File: config.mk
export PLATFORM = sky130hd
export DESIGN_NAME = instr_fetch_unit_flat
export DESIGN_NICKNAME = d
export VERILOG_FILES = /design/src/rtl/cpu24_pkg.sv /design/src/rtl/instr_fetch_unit_if.sv /design/src/rtl/instr_fetch_unit_skid.sv /design/src/rtl/instr_fetch_unit_sva.sv /design/src/rtl/instr_fetch_unit.sv /design/src/flat_wrapper.sv
export SDC_FILE = /design/constraint.sdc
export NUM_CORES = 1
export LEC_CHECK = 0
export CORE_ASPECT_RATIO = 1.25
export CORE_MARGIN = 4
export CORE_UTILIZATION = 45
export DETAILED_ROUTE_END_ITERATION = 7
export PLACE_DENSITY = 0.71
export SYNTH_ARGS = -nofsm -noshare
export SYNTH_HDL_FRONTEND = slang
export SYNTH_SLANG_ARGS = --single-unit
File: constraint.sdc
create_clock -name Clock -period 2.4 [get_ports Clock]
set_input_delay 0.6 -clock Clock [delete_from_list [all_inputs] [get_ports Clock]]
set_output_delay 0.6 -clock Clock [all_outputs]
set_load 0.02 [all_outputs]
File: src/rtl/cpu24_pkg.sv
// Shared definitions for the 24-bit CPU: instruction geometry, opcodes,
// and the instruction-fetch FSM state type.
package cpu24_pkg;

  localparam int INSTR_W = 24;
  localparam int OPC_W   = 4;
  localparam int OPC_MSB = INSTR_W - 1;

  localparam logic [3:0] OP_RTYPE = 4'b0110;
  localparam logic [3:0] OP_ADDI  = 4'b0001;
  localparam logic [3:0] OP_LW    = 4'b0010;
  localparam logic [3:0] OP_SW    = 4'b0011;
  localparam logic [3:0] OP_BEQ   = 4'b0100;

  typedef enum logic [1:0] {
    ST_FETCH = 2'd0,
    ST_WAIT  = 2'd1,
    ST_DRAIN = 2'd2
  } fetch_state_e;

endpackage

File: src/rtl/instr_fetch_unit_if.sv
// Instruction-memory read port: req/ready request handshake plus an rvalid
// response; the fetch unit is the master, the memory is the slave.
interface instr_fetch_unit_if #(
  parameter int ADDR_W  = 16,
  parameter int INSTR_W = 24
) ();

  logic               imem_req;
  logic [ADDR_W-1:0]  imem_addr;
  logic               imem_ready;
  logic               imem_rvalid;
  logic [INSTR_W-1:0] imem_rdata;

  modport master (
    output imem_req,
    output imem_addr,
    input  imem_ready,
    input  imem_rvalid,
    input  imem_rdata
  );

  modport slave (
    input  imem_req,
    input  imem_addr,
    output imem_ready,
    output imem_rvalid,
    output imem_rdata
  );

endinterface

File: src/rtl/instr_fetch_unit_skid.sv
// Two-entry output/skid register pair holding {instr, pc} in front of decode.
// The output entry is what decode sees; the skid catches a word while decode stalls.
module fetch_skid_buffer #(
  parameter int ADDR_W  = 16,
  parameter int INSTR_W = 24
) (
  input  logic               clk,
  input  logic               rst_n,
  input  logic               push_i,
  input  logic [INSTR_W-1:0] push_instr_i,
  input  logic [ADDR_W-1:0]  push_pc_i,
  input  logic               pop_i,
  input  logic               flush_i,
  output logic               valid_o,
  output logic               full_o,
  output logic               full_next_o,
  output logic [INSTR_W-1:0] instr_o,
  output logic [ADDR_W-1:0]  pc_o
);

  logic               out_vld_q, out_vld_d;
  logic [INSTR_W-1:0] out_instr_q, out_instr_d;
  logic [ADDR_W-1:0]  out_pc_q, out_pc_d;
  logic               skd_vld_q, skd_vld_d;
  logic [INSTR_W-1:0] skd_instr_q, skd_instr_d;
  logic [ADDR_W-1:0]  skd_pc_q, skd_pc_d;
  logic               consume_s;

  assign consume_s = out_vld_q && pop_i;

  // Next-state for both entries; an emptied output entry is zeroed so decode sees 0.
  always_comb begin
    out_vld_d   = out_vld_q;
    out_instr_d = out_instr_q;
    out_pc_d    = out_pc_q;
    skd_vld_d   = skd_vld_q;
    skd_instr_d = skd_instr_q;
    skd_pc_d    = skd_pc_q;
    if (flush_i) begin
      out_vld_d   = 1'b0;
      out_instr_d = {INSTR_W{1'b0}};
      out_pc_d    = {ADDR_W{1'b0}};
      skd_vld_d   = 1'b0;
    end else if (!out_vld_q || consume_s) begin
      if (skd_vld_q) begin
        out_vld_d   = 1'b1;
        out_instr_d = skd_instr_q;
        out_pc_d    = skd_pc_q;
        skd_vld_d   = push_i;
        if (push_i) begin
          skd_instr_d = push_instr_i;
          skd_pc_d    = push_pc_i;
        end else begin
          skd_instr_d = skd_instr_q;
          skd_pc_d    = skd_pc_q;
        end
      end else if (push_i) begin
        out_vld_d   = 1'b1;
        out_instr_d = push_instr_i;
        out_pc_d    = push_pc_i;
      end else begin
        out_vld_d   = 1'b0;
        out_instr_d = {INSTR_W{1'b0}};
        out_pc_d    = {ADDR_W{1'b0}};
      end
    end else begin
      if (push_i) begin
        skd_vld_d   = 1'b1;
        skd_instr_d = push_instr_i;
        skd_pc_d    = push_pc_i;
      end else begin
        skd_vld_d   = skd_vld_q;
      end
    end
  end

  // Entry registers with synchronous active-low reset.
  always_ff @(posedge clk) begin
    if (!rst_n) begin
      out_vld_q   <= 1'b0;
      out_instr_q <= {INSTR_W{1'b0}};
      out_pc_q    <= {ADDR_W{1'b0}};
      skd_vld_q   <= 1'b0;
      skd_instr_q <= {INSTR_W{1'b0}};
      skd_pc_q    <= {ADDR_W{1'b0}};
    end else begin
      out_vld_q   <= out_vld_d;
      out_instr_q <= out_instr_d;
      out_pc_q    <= out_pc_d;
      skd_vld_q   <= skd_vld_d;
      skd_instr_q <= skd_instr_d;
      skd_pc_q    <= skd_pc_d;
    end
  end

  assign valid_o     = out_vld_q;
  assign full_o      = skd_vld_q;
  assign full_next_o = skd_vld_d;
  assign instr_o     = out_instr_q;
  assign pc_o        = out_pc_q;

endmodule

File: src/rtl/instr_fetch_unit_sva.sv
// Protocol checks for the fetch unit: no response without an outstanding
// request, and no request while the skid entry is occupied.
module instr_fetch_unit_sva (
  input logic                    clk,
  input logic                    rst_n,
  input cpu24_pkg::fetch_state_e state_i,
  input logic                    rvalid_i,
  input logic                    req_i,
  input logic                    skid_full_i
);

  a_stray_rvalid: assert property (@(posedge clk) disable iff (!rst_n)
    !(rvalid_i && (state_i == cpu24_pkg::ST_FETCH)))
    else $error("imem_rvalid with no request outstanding");

  a_req_skid_empty: assert property (@(posedge clk) disable iff (!rst_n)
    req_i |-> !skid_full_i)
    else $error("imem_req raised while skid entry occupied");

endmodule

File: src/rtl/instr_fetch_unit.sv
// Instruction fetch front end: PC, one-outstanding imem read FSM, branch
// redirect with in-flight flush, and a 2-entry output/skid buffer to decode.
module instr_fetch_unit #(
  parameter int               ADDR_W   = 16,
  parameter int               INSTR_W  = 24,
  parameter logic [ADDR_W-1:0] RESET_PC = {ADDR_W{1'b0}}
) (
  input  logic                Clock,
  input  logic                Reset_n,
  instr_fetch_unit_if.master  imem,
  input  logic                stall,
  input  logic                branch_taken,
  input  logic [ADDR_W-1:0]   branch_target,
  output logic                instr_valid,
  output logic [INSTR_W-1:0]  instr,
  output logic [ADDR_W-1:0]   instr_pc,
  output logic [3:0]          OPCODE
);
  import cpu24_pkg::*;

  fetch_state_e      state_q, state_d;
  fetch_state_e      flush_state_s;
  logic [ADDR_W-1:0] pc_q, pc_d;
  logic              req_q, req_d;
  logic              accept_s;
  logic              outstanding_s;
  logic              push_s;
  logic              skid_full_s;
  logic              skid_full_next_s;

  assign accept_s = req_q && imem.imem_ready;
  assign push_s   = (state_q == ST_WAIT) && imem.imem_rvalid && !branch_taken;

  // Whether a request is still owed a response after this edge; reset and
  // branch both use this to decide if a stale response must be drained.
  always_comb begin
    case (state_q)
      ST_FETCH: outstanding_s = accept_s;
      ST_WAIT:  outstanding_s = !imem.imem_rvalid;
      ST_DRAIN: outstanding_s = !imem.imem_rvalid;
      default:  outstanding_s = 1'b0;
    endcase
    if (outstanding_s) begin
      flush_state_s = ST_DRAIN;
    end else begin
      flush_state_s = ST_FETCH;
    end
  end

  // FSM and PC next-state; branch overrides everything but reset.
  always_comb begin
    state_d = state_q;
    pc_d    = pc_q;
    if (branch_taken) begin
      state_d = flush_state_s;
      pc_d    = branch_target;
    end else begin
      case (state_q)
        ST_FETCH: begin
          if (accept_s) begin
            state_d = ST_WAIT;
            pc_d    = pc_q + {{(ADDR_W-1){1'b0}}, 1'b1};
          end else begin
            state_d = ST_FETCH;
          end
        end
        ST_WAIT, ST_DRAIN: begin
          if (imem.imem_rvalid) begin
            state_d = ST_FETCH;
          end else begin
            state_d = state_q;
          end
        end
        default: state_d = ST_FETCH;
      endcase
    end
    req_d = (state_d == ST_FETCH) && !skid_full_next_s;
  end

  // State, PC and registered request.
  always_ff @(posedge Clock) begin
    if (!Reset_n) begin
      state_q <= flush_state_s;
      pc_q    <= RESET_PC;
      req_q   <= 1'b0;
    end else begin
      state_q <= state_d;
      pc_q    <= pc_d;
      req_q   <= req_d;
    end
  end

  assign imem.imem_req  = req_q;
  assign imem.imem_addr = pc_q;

  // The request PC equals pc_q - 1 once in WAIT, so it is recomputed for the push.
  fetch_skid_buffer #(
    .ADDR_W  (ADDR_W),
    .INSTR_W (INSTR_W)
  ) u_skid (
    .clk          (Clock),
    .rst_n        (Reset_n),
    .push_i       (push_s),
    .push_instr_i (imem.imem_rdata),
    .push_pc_i    (pc_q - {{(ADDR_W-1){1'b0}}, 1'b1}),
    .pop_i        (!stall),
    .flush_i      (branch_taken),
    .valid_o      (instr_valid),
    .full_o       (skid_full_s),
    .full_next_o  (skid_full_next_s),
    .instr_o      (instr),
    .pc_o         (instr_pc)
  );

  assign OPCODE = instr[INSTR_W-1 -: OPC_W];

  instr_fetch_unit_sva u_chk (
    .clk         (Clock),
    .rst_n       (Reset_n),
    .state_i     (state_q),
    .rvalid_i    (imem.imem_rvalid),
    .req_i       (req_q),
    .skid_full_i (skid_full_s)
  );

endmodule

File: src/flat_wrapper.sv
// flat-port wrapper written by rule: the top's interface ports become plain ports
module instr_fetch_unit_flat import cpu24_pkg::*;
#(
  parameter int               ADDR_W   = 16,
  parameter int               INSTR_W  = 24,
  parameter logic [ADDR_W-1:0] RESET_PC = {ADDR_W{1'b0}}
)
  (Clock, Reset_n, stall, branch_taken, branch_target, instr_valid, instr, instr_pc, OPCODE, imem_imem_req, imem_imem_addr, imem_imem_ready, imem_imem_rvalid, imem_imem_rdata);
  instr_fetch_unit_if #(.ADDR_W(ADDR_W), .INSTR_W(INSTR_W)) imem_i ();
  input  logic Clock;
  input  logic Reset_n;
  input  logic stall;
  input  logic branch_taken;
  input  logic [ADDR_W-1:0] branch_target;
  output logic instr_valid;
  output logic [INSTR_W-1:0] instr;
  output logic [ADDR_W-1:0] instr_pc;
  output logic [3:0] OPCODE;
  output wire logic [$bits(imem_i.imem_req)-1:0] imem_imem_req;
  output wire logic [$bits(imem_i.imem_addr)-1:0] imem_imem_addr;
  input wire logic [$bits(imem_i.imem_ready)-1:0] imem_imem_ready;
  input wire logic [$bits(imem_i.imem_rvalid)-1:0] imem_imem_rvalid;
  input wire logic [$bits(imem_i.imem_rdata)-1:0] imem_imem_rdata;
  assign imem_imem_req = imem_i.imem_req;
  assign imem_imem_addr = imem_i.imem_addr;
  assign imem_i.imem_ready = imem_imem_ready;
  assign imem_i.imem_rvalid = imem_imem_rvalid;
  assign imem_i.imem_rdata = imem_imem_rdata;
  instr_fetch_unit #(.ADDR_W(ADDR_W), .INSTR_W(INSTR_W), .RESET_PC(RESET_PC)) u_core (.Clock(Clock), .Reset_n(Reset_n), .imem(imem_i), .stall(stall), .branch_taken(branch_taken), .branch_target(branch_target), .instr_valid(instr_valid), .instr(instr), .instr_pc(instr_pc), .OPCODE(OPCODE));
endmodule
==> impl_summary.log <==
[metrics] status: finished clean
[metrics] top cell type by total area after synthesis: dfxtp_1
[metrics] sequential cell fraction of total power: 0.469
[metrics] nets@finish: around 710
[metrics] routed length per placed instance: between 15 and 20 um
[metrics] clock slew seen by the registers of the worst setup and hold paths: ~70 ps
[metrics] library cell contributing the largest single delay on the critical path: or3b_2
[metrics] number of detailed-routing iterations run before antenna repair: 4
[metrics] reported max-cap violation count: 0
[metrics] count of endpoints failing hold in the final timing report: 0
[metrics] main combinational cell family by area after synthesis: simple AND/OR/NAND/NOR gates
[metrics] share of synthesized cell area in full adder, half adder and majority cells: 0.01357
[metrics] number of buffer cells added on primary ports: between 100 and 150
[metrics] per-cell via count in the routed design: approximately 5.5
[metrics] last weighted congestion value of the routability-driven placer: roughly 0.9
[metrics] number of enable-type register cells in the synthesized netlist: 0
[metrics] fraction of synthesized area in multiplexers: 0.01682
[metrics] critical register-to-register path startpoint: u_core.imem.imem_addr[0]$_SDFFE_PN0P_
[metrics] clock period minus final worst setup slack: around 2200 ps
[metrics] placement row count: 41
[metrics] XOR/XNOR share of the synthesized area: 0.03609
[metrics] wire length the detailed router placed on met1: between 5000 and 6000 um
[metrics] dpl hpwl: between 9000 and 10000 um
[metrics] Static Leak: approximately 2.2 nW
[metrics] endpoint of the most critical register-to-register path: u_core.u_skid.skd_pc_q[10]$_SDFFE_PN0P_
[metrics] post-CTS setup buffer count: 0
[metrics] Inserted Clock Buffers: 9
[metrics] clock tree root driver cell: clkbuf_16
[metrics] VDD IR-drop max: 0.0003663 V
[metrics] switching power share of the total: 0.2486
[metrics] CTS tree: built
[metrics] global-route congestion overflow total: 0
[metrics] total setup violations reported at the end of the flow: 0
[metrics] Final Total Pwr: around 3.7 mW
[metrics] critical path launch point type: flip-flop
[metrics] count of mapped cells out of synthesis: about 570
[metrics] area of the multi-input gates: 2316 um2
[metrics] yosys synthesis warning count: 0
[metrics] register-to-register setup slack: ~230 ps
[metrics] synthesized cell area: roughly 4600 um2
[metrics] clk_skew: 7.014 ps
[metrics] first-pass GRT wire length: approximately 21000 um
[metrics] Clock Latency Late Sink: 330 ps
[metrics] area share of the leading cell type in the synthesized netlist: 0.4385
[metrics] number of flip-flops and latches in the synthesized netlist: slightly above 100
[metrics] termination of the worst setup path: u_core.u_skid.skd_pc_q[10]$_SDFFE_PN0P_
[metrics] top layer reached by signal wires: met4
[metrics] kind of capture point of the worst setup path: flip-flop
[metrics] Clock Path Buffers: 2
[metrics] CP Buf/Inv Count: 1
[metrics] CTS Hold Bufs: 0
[metrics] number of gates resized after CTS: 0
[metrics] average size of a mapped cell: 8.160 um2
[metrics] horizontal die dimension: 98.54 um
[metrics] Routed Antenna Nets: 0
[metrics] effective utilization at floorplan: 0.4586
[metrics] DRC errors left: 0
[metrics] initial antenna violation count: 0
[metrics] Worst Path Class, Setup: reg2reg
[metrics] class of the tightest hold or removal check: reg2reg
[metrics] Slew @ Worst Pin: approximately 520 ps
[metrics] count of cell types in the netlist: 58
[metrics] top flip-flop cell by instance count after synthesis: dfxtp_1
[metrics] synthesized net count: around 600
[metrics] critical path, cell by cell: inv_1, ha_1, or3b_2, or4_1, xor2_1, a21oi_1
[metrics] cell type group with the largest total delay on the critical path: simple AND/OR/NAND/NOR gates
[metrics] Crit path largest cell delay: 510 ps
[metrics] highest-count cells in the layout ignoring fill and taps: clkdlybuf4s50_1 (107), dfxtp_1 (100), nand2_1 (73)
[metrics] die extent in y: between 100 and 150 um
[metrics] number of filler cells placed in the layout: ~890
[metrics] Gate power share: 0.120
[metrics] path depth of the worst reg2reg path: 6
[metrics] sequential fraction of the synthesis area: 0.4385
[metrics] layout-stage area growth over the synthesis result: 34.71%
[metrics] unrepaired setup endpoints after global routing: false
[metrics] TritonCTS Sinks: a little over 100
[metrics] Finished Core Util: 0.6177
[metrics] highest fanout seen on the critical path: 3
[metrics] Power per Cell Area: just under 600 nW/um2
[metrics] sequential cell area: 2023 um2
[metrics] maximum frequency from static timing analysis: about 460 MHz
[metrics] proportion of layout cells with a drive suffix above 1: 0.1011
[metrics] final routed wirelength across all metal layers: 12630 um
[metrics] simple-gate share of the synthesized area: 0.2236
[metrics] vias in the first global route: between 4000 and 5000
[metrics] worst setup path startpoint: u_core.imem.imem_addr[0]$_SDFFE_PN0P_
[metrics] maximum level of the CTS H-tree: 3
[metrics] data arrival time of the critical path: 2390 ps
[metrics] metal2 WL: 6631 um
[metrics] final worst path period share: 0.9040
[metrics] proportion of power drawn by the clock network: 0.411
[metrics] Compound-Gate Fraction of Synth Area: 0.2079
[metrics] most common library cell in the layout ignoring fill and taps: clkdlybuf4s50_1
[metrics] worst max-slew margin expressed relative to the limit: 0.6482
[metrics] cell-internal power: about 2.8 mW
[metrics] required time reported for the critical path endpoint: 2620 ps
[metrics] largest net degree at the start of global routing: between 40 and 50
[metrics] diode insertion count for antenna repair: 0
[metrics] fin. max-slew vios: 0
[metrics] routed length on met3: 572 um
[metrics] number of top-level pins: ~110
[metrics] fraction of synthesis flops using an asynchronous set or reset pin: 0
[metrics] iteration-0 DRC count of the detailed router: between 150 and 200
[metrics] total routing usage reported by global routing: 0.2135
[metrics] ranking of synthesized cells by area: dfxtp_1 (44%), a21oi_1 (6.9%), nand2_1 (5.9%)
[metrics] Core Box Area: between 10000 and 15000 um2
[metrics] die area: between 10000 and 15000 um2
[metrics] total number of vias: 4383
[metrics] net switching power: roughly 920 uW
[metrics] Levels on crit path: 6
-- state kept, by name (all words and copies together) (netlist names) --
name                       flops
u_core.imem.imem_req           1
u_core.u_skid.pc_o            16
u_core.u_skid.full_o           1
u_core.imem.imem_addr         16
u_core.u_skid.instr_o         24
u_core.u_skid.skd_instr_q     24
u_core.state_q                 2
u_core.u_skid.skd_pc_q        16
u_core.u_skid.valid_o          1
-- final cells by class --
type | count | share of cell area
well taps | 129 | 0.02599
multi-input cells | 398 | 0.3729
clock inverters | 6 | 0.01229
clock buffers | 10 | 0.03848
flip-flops and latches | 101 | 0.3257
inverters | 9 | 0.005439
repair buffers | 139 | 0.2192
-- kinds of logic after synthesis --
family,count (synthesis)
mux,7
fa+ha+maj,5
simple gates,214
xor+xnor,19
buf+inv,66
flops,101
compound gates,153
-- worst min-delay path, cell delays in order (launching register included) --
cell	delay, ps
dfxtp_1	310
nand2_1	50
a21oi_1	50
-- cells in the mapped netlist (4+ instances only) --
library cell and count:
xnor2_1 13, nand3_1 6, nor2_1 47, a221oi_1 29
nand4_1 9, xor2_1 6, clkbuf_1 43, or3_1 4
nor3_1 44, ha_1 5, dfxtp_1 101, buf_4 5
a21oi_1 64, mux2i_1 4, nand2_1 73, nor4_1 4
o21ai_0 35, o221ai_1 4, inv_1 8
-- routing by layer --
layer  vias to the layer above  global-route usage
li1                       2202                   -
met2                       121              0.3875
met5                         -                   0
met4                         0             0.06576
met1                      2046              0.2535
met3                        14             0.03968
-- power by group through the flow --
stage	combinational (mW)	sequential, mW	clock [mW]
finish	0.443	1.73	1.52
global route	0.482	1.74	1.61
CTS	0.446	1.73	1.54
detailed placement	0.442	1.77	0
global placement	0.437	1.77	0
floorplan	0.209	1.80	0
-- stage by stage --
stage	hold WS [ps]	cells	worst slack [ps]	instance area [um2]	TNS [ps]
after global routing	478.1	792	126.7	6211	0
after CTS	460.5	792	228.9	6211	0
after floorplan	436.4	565	141.6	4611	0
final	459.6	792	230.3	6211	0
after detailed placement	450.6	776	-8.902	5896	-8.902
after global placement	441.0	776	120.1	5896	0
-- how the worst min path moves through the flow --
stage | from | endpoint | slack (ps) | cells after the start
after floorplan | u_core.u_skid.skd_instr_q[0]$_SDFFE_PN0P_ | u_core.u_skid.skd_instr_q[0]$_SDFFE_PN0P_ | 440 | 2
after global placement | u_core.u_skid.skd_instr_q[13]$_SDFFE_PN0P_ | u_core.u_skid.skd_instr_q[13]$_SDFFE_PN0P_ | 440 | 2
after detailed placement | u_core.u_skid.skd_instr_q[14]$_SDFFE_PN0P_ | u_core.u_skid.skd_instr_q[14]$_SDFFE_PN0P_ | 450 | 2
after CTS | u_core.u_skid.skd_instr_q[14]$_SDFFE_PN0P_ | u_core.u_skid.skd_instr_q[14]$_SDFFE_PN0P_ | 460 | 2
after global routing | u_core.u_skid.skd_instr_q[5]$_SDFFE_PN0P_ | u_core.u_skid.skd_instr_q[5]$_SDFFE_PN0P_ | 480 | 2
final | u_core.u_skid.skd_instr_q[11]$_SDFFE_PN0P_ | u_core.u_skid.skd_instr_q[11]$_SDFFE_PN0P_ | 460 | 2
Power figures use the tool's default switching activity.
